File: config.mk
export PLATFORM = sky130hd
export DESIGN_NAME = icache_line_fill_adapter
export DESIGN_NICKNAME = d
export VERILOG_FILES = /design/src/rtl/icache_line_fill_adapter.sv
export SDC_FILE = /design/constraint.sdc
export NUM_CORES = 1
export LEC_CHECK = 0
export CORE_MARGIN = 2
export CORE_UTILIZATION = 40
export CTS_CLUSTER_SIZE = 10
export DETAILED_ROUTE_END_ITERATION = 10
export DONT_BUFFER_PORTS = 1
export PLACE_DENSITY = 0.59
export REMOVE_ABC_BUFFERS = 1
export SLEW_MARGIN = 20
export SYNTH_ARGS = -nofsm -noshare
export SYNTH_HDL_FRONTEND = slang
export SYNTH_SLANG_ARGS = --single-unit
File: constraint.sdc
create_clock -name clk -period 24.5 [get_ports clk]
set_clock_uncertainty 0.2 [all_clocks]
set_input_delay 4.9 -clock clk [delete_from_list [all_inputs] [get_ports clk]]
set_output_delay 4.9 -clock clk [all_outputs]
set_load 0.005 [all_outputs]
File: src/rtl/icache_line_fill_adapter.sv
// Line-fill adapter: one cache line request becomes one in-order memory burst, returned as a full line.
// Optional one-entry next-line prefetch buffer, enabled by defining ICACHE_NEXT_LINE_PREFETCH_EN.
module icache_line_fill_adapter #(
  parameter int LINE_BITS = 256,
  parameter int BUS_BITS  = 64,
  parameter int ADDR_BITS = 32
) (
  input  logic                 clk,
  input  logic                 rst,
  input  logic [ADDR_BITS-1:0] dfp_addr_i,
  input  logic                 dfp_read_i,
  output logic [LINE_BITS-1:0] dfp_rdata_o,
  output logic                 dfp_resp_o,
  output logic [ADDR_BITS-1:0] bmem_addr_o,
  output logic                 bmem_read_o,
  input  logic                 bmem_ready_i,
  input  logic                 bmem_rvalid_i,
  input  logic [BUS_BITS-1:0]  bmem_rdata_i,
  output logic                 pf_hit_o
);

  localparam int BEATS = LINE_BITS / BUS_BITS;
  localparam int CNT_W = $clog2(BEATS);
  localparam int OFF_W = $clog2(LINE_BITS / 8);
  localparam logic [CNT_W-1:0]     LAST_BEAT  = CNT_W'(BEATS - 1);
  localparam logic [ADDR_BITS-1:0] LINE_BYTES = ADDR_BITS'(LINE_BITS / 8);

`ifdef ICACHE_NEXT_LINE_PREFETCH_EN
  typedef enum logic [2:0] {IDLE, REQ, FILL, RESP, PF_REQ, PF_FILL} state_e;
`else
  typedef enum logic [1:0] {IDLE, REQ, FILL, RESP} state_e;
`endif

  state_e                 state_q;
  logic [CNT_W-1:0]       cnt_q;
  logic [LINE_BITS-1:0]   line_q;
  logic [LINE_BITS-1:0]   line_d;
  logic [LINE_BITS-1:0]   dfp_rdata_q;
  logic                   dfp_resp_q;
  logic [ADDR_BITS-1:0]   bmem_addr_q;
  logic                   bmem_read_q;
  logic [ADDR_BITS-1:0]   req_line;
  logic                   unused_offset;

`ifdef ICACHE_NEXT_LINE_PREFETCH_EN
  logic                   pf_valid_q;
  logic [ADDR_BITS-1:0]   pf_tag_q;
  logic [LINE_BITS-1:0]   pf_line_q;
  logic                   pf_hit_q;
`endif

  assign req_line      = {dfp_addr_i[ADDR_BITS-1:OFF_W], OFF_W'(0)};
  assign unused_offset = ^dfp_addr_i[OFF_W-1:0];

  // Current line register with the incoming beat merged into its slot; shared by demand and prefetch fills.
  always_comb begin
    line_d = line_q;
    for (int k = 0; k < BEATS; k++) begin
      if (cnt_q == CNT_W'(k)) begin
        line_d[k*BUS_BITS +: BUS_BITS] = bmem_rdata_i;
      end
    end
  end

  always_ff @(posedge clk or posedge rst) begin
    if (rst) begin
      state_q     <= IDLE;
      cnt_q       <= '0;
      line_q      <= '0;
      dfp_rdata_q <= '0;
      dfp_resp_q  <= 1'b0;
      bmem_addr_q <= '0;
      bmem_read_q <= 1'b0;
`ifdef ICACHE_NEXT_LINE_PREFETCH_EN
      pf_valid_q  <= 1'b0;
      pf_tag_q    <= '0;
      pf_line_q   <= '0;
      pf_hit_q    <= 1'b0;
`endif
    end else begin
      dfp_resp_q <= 1'b0;
`ifdef ICACHE_NEXT_LINE_PREFETCH_EN
      pf_hit_q   <= 1'b0;
`endif
      case (state_q)
        IDLE: begin
          if (dfp_read_i) begin
`ifdef ICACHE_NEXT_LINE_PREFETCH_EN
            if (pf_valid_q && (req_line == pf_tag_q)) begin
              state_q     <= RESP;
              dfp_resp_q  <= 1'b1;
              pf_hit_q    <= 1'b1;
              dfp_rdata_q <= pf_line_q;
              pf_valid_q  <= 1'b0;
              bmem_addr_q <= req_line;
            end else begin
              pf_valid_q  <= 1'b0;
              state_q     <= REQ;
              bmem_read_q <= 1'b1;
              bmem_addr_q <= req_line;
            end
`else
            state_q     <= REQ;
            bmem_read_q <= 1'b1;
            bmem_addr_q <= req_line;
`endif
          end
        end
        REQ: begin
          if (bmem_ready_i) begin
            state_q     <= FILL;
            bmem_read_q <= 1'b0;
            cnt_q       <= '0;
          end
        end
        FILL: begin
          if (bmem_rvalid_i) begin
            line_q <= line_d;
            cnt_q  <= cnt_q + CNT_W'(1);
            if (cnt_q == LAST_BEAT) begin
              state_q     <= RESP;
              dfp_resp_q  <= 1'b1;
              dfp_rdata_q <= line_d;
            end
          end
        end
        RESP: begin
`ifdef ICACHE_NEXT_LINE_PREFETCH_EN
          // bmem_addr_q still holds the line just returned; fetch its successor.
          state_q     <= PF_REQ;
          bmem_read_q <= 1'b1;
          bmem_addr_q <= bmem_addr_q + LINE_BYTES;
`else
          state_q <= IDLE;
`endif
        end
`ifdef ICACHE_NEXT_LINE_PREFETCH_EN
        PF_REQ: begin
          if (bmem_ready_i) begin
            state_q     <= PF_FILL;
            bmem_read_q <= 1'b0;
            cnt_q       <= '0;
          end
        end
        PF_FILL: begin
          if (bmem_rvalid_i) begin
            line_q <= line_d;
            cnt_q  <= cnt_q + CNT_W'(1);
            if (cnt_q == LAST_BEAT) begin
              state_q    <= IDLE;
              pf_line_q  <= line_d;
              pf_valid_q <= 1'b1;
              pf_tag_q   <= bmem_addr_q;
            end
          end
        end
`endif
        default: state_q <= IDLE;
      endcase
    end
  end

  assign dfp_rdata_o = dfp_rdata_q;
  assign dfp_resp_o  = dfp_resp_q;
  assign bmem_addr_o = bmem_addr_q;
  assign bmem_read_o = bmem_read_q;
`ifdef ICACHE_NEXT_LINE_PREFETCH_EN
  assign pf_hit_o    = pf_hit_q;
`else
  assign pf_hit_o    = 1'b0;
`endif

endmodule

==> results by group <==
Yosys
  – Synth cell types: 24
  – Post-synthesis sequential area ratio: roughly 61%
  – Async set or reset register ratio after synthesis: 100.0%
  – Post-Synthesis Cells: approximately 1,600
  – Ys flop type: dfrtp_1
  – Post-synth EDFFs: 0
  – Syn avg cell area: ~12 µm²
  – Seq cells post-synth: roughly 480
  – Ys Warns: 0
  – Post-Synthesis Cell Area: 19,860 µm²

Drt
  – Drc violations: 0
  – Initial DRC Count: approximately 520
  – Post-Route WL: about 46,000 µm
  – Routed len/inst: just over 20 µm
  – DR vias: ~12,000
  – First-pass DRT Iterations: 4
  – Vias/cell: ~5.1
  – ANT nets after route: 0

GRT
  – Grt met2 use: ~29%
  – Met1 Usage GRT: about 22%
  – Grt ovf: 0
  – Met3 usage: under 10%
  – Top Usage Layer GRT: met2
  – Vias in the first global route: about 12,000
  – Initial antenna violation count: 0
  – Total GRT Usage: around 18%
  – First-pass GRT wire length: 69,910 µm
  – Largest net degree at the start of global routing: between 200 and 250

Placed design
  – GP Congestion: 0.7398
  – Area after DPL: just over 20,000 µm²
  – Dpl hpwl: approximately 27,000 µm
  – IO buf count: 0

STA
  – Slew Limit Headroom: around 23%
  – Crit share post-route: 25.46%
  – Fmax: roughly 0.16 GHz
  – Crit path time final: about 6.2 ns
  – Sum of negative setup slack: 0 ns
  – Final setup vio count: 0
  – Final hold violations: 0
  – RSZ-0062 raised after global routing: no
  – Final Max Slew Viols: 0
  – Worst slew pin tran: roughly 1.2 ns

Final layout
  – Filler cells: 4,496
  – Final #Nets: 1,693
  – ANT cells: 0
  – Area grow syn2layout: 9.292%
  – Design area: 21,710 µm²
  – Commonest non-fill, non-tap cell in the layout: dfrtp_1
  – Most frequent cells in the layout: 481 x dfrtp_1, 387 x nand2_1, 199 x mux2_2
  – Layout cells sized above 1: 17.83%

Setup path
  – Slowest-stage cell, CP: buf_12
  – Worst Path Required: ~25 ns
  – Critical path, cell by cell: nand3_4 -> buf_12 -> o21ai_0
  – Kind of end point of the critical path: register
  – Setup CP Type: in -> reg
  – Crit path max fanout: between 200 and 250
  – Buf+Inv Stages, Crit Path: 1
  – Crit start category: input pin
  – Delay-heaviest family, CP: buffers and inverters
  – WP data arrival: 6.46 ns
  – Crit path largest cell delay: between 0.6 and 0.7 ns

Status
  – Status: completed

Clock network
  – Root Driver: clkbuf_16
  – Clk_lat worst skew: between 0.5 and 0.6 ns
  – Setup bufs post-CTS: 0
  – Clk slew on worst S/H paths: 0.05 ns
  – CTS resizes: 0
  – CTS tree: done
  – TritonCTS buffer count: 55
  – Clock Sinks: between 400 and 500
  – Clock Path Buffers: 3
  – H-tree depth: 2
  – CTS Hold Buffers Added: 0

Floorplanning
  – # rows: between 80 and 90
  – I/O pins: roughly 400
  – Initial Util: about two fifths
  – Core area: approximately 49,000 µm²
  – Die Y: 226.8 µm
  – Total Die Area: approximately 51,000 µm²
  – Die width: between 200 and 250 µm

Min path
  – Hold crit path type: reg -> reg

Power
  – Power Dens Cells: approximately 130 nW/µm²
  – Flop pwr share: about half
  – Int Pwr: ~1.9 mW
  – Clock power share: about a quarter
  – Lkg Pwr: about 10 nW
  – Sw frac: between 30 and 40%
  – Peak VDD IR: 0.05504 mV
  – P_sw: ~840 µW
  – Comb power frac: between 20% and 30%

Job
  – Max Cap Violations: 0
state kept, by name, indices dropped and copies added, names as in the netlist:
register     cells
bmem_addr_o     27
bmem_read_o      1
cnt_q            2
dfp_rdata_o    256
dfp_resp_o       1
line_q         192
state_q          2
synthesized netlist by cell type, types with 3 or more instances:
cell type	n	area share (%)
buf_2	48	1.2
buf_6	15	0.85
a22o_1	3	0.13
mux2_1	21	1.2
nand2_1	388	7.3
nand3_4	4	0.35
inv_1	6	0.11
nand2b_1	3	0.095
buf_8	6	0.45
ha_1	9	0.57
buf_4	15	0.57
o21ai_0	38	0.96
dfrtp_1	481	61
o21ai_1	156	3.9
mux2_2	199	11
mux2i_1	193	9.7
clkbuf_1	21	0.40
cells by family after synthesis:
family	count (synthesis)	synth area share (%)
flip-flops	481	60.61
multiplexers	413	22.20
AND/OR/NAND/NOR	397	7.831
AO/OA/AOI/OAI	200	5.166
buffers and inverters	112	3.610
adder cells (fa/ha/maj)	9	0.5670
other	1	0.01888
worst paths after layout:
path	start	endpoint	slack (ns)	cells past startpoint
max reg2reg	cnt_q[0]	line_q[138]	21.18	5
max in group asynchronous	rst	dfp_rdata_o[185]	18.36	2
max	bmem_rvalid_i	dfp_rdata_o[162]	18.26	3
min reg2reg	line_q[28]	line_q[28]	0.29	1
min	line_q[28]	line_q[28]	0.29	1
min in group asynchronous	rst	dfp_rdata_o[54]	4.13	1
stage by stage:
step	setup WS, ns	hold slack (ns)	utilization, %	total power, mW	std cells
2_1_floorplan	5.979	0.2636	-	1.841	1513
3_3_place_gp	17.34	0.2729	41.24	1.993	2190
3_5_place_dp	17.30	0.2802	41.24	2.029	2190
4_1_cts	17.89	0.2925	44.33	2.765	2257
5_1_grt	18.06	0.3075	44.34	2.903	2257
6_report	18.26	0.2870	44.34	2.721	2257
power groups by stage:
stage	Combinational (mW)	Sequential [mW]	Clock, mW
finish	0.618	1.38	0.725
global route	0.702	1.42	0.779
CTS	0.635	1.38	0.747
detailed placement	0.635	1.39	0
global placement	0.609	1.38	0
floorplan	0.536	1.31	0
final cells by class:
type | instances | area [µm²] | area share (%)
sequential | 481 | 12040 | 55.45
multi-input combinational | 1025 | 7166 | 33.01
clock buffer | 65 | 1476 | 6.802
tap | 664 | 830.8 | 3.828
timing repair buffer | 13 | 122.6 | 0.5649
clock inverter | 2 | 37.54 | 0.1729
inverter | 7 | 36.28 | 0.1672
routing by layer:
layer	up-vias	share of wire [%]
met1	5787	42
met5	-	0
met3	72	8.0
met2	310	47
met4	0	2.6
li1	5374	-
(Power assumes the default switching activity.)
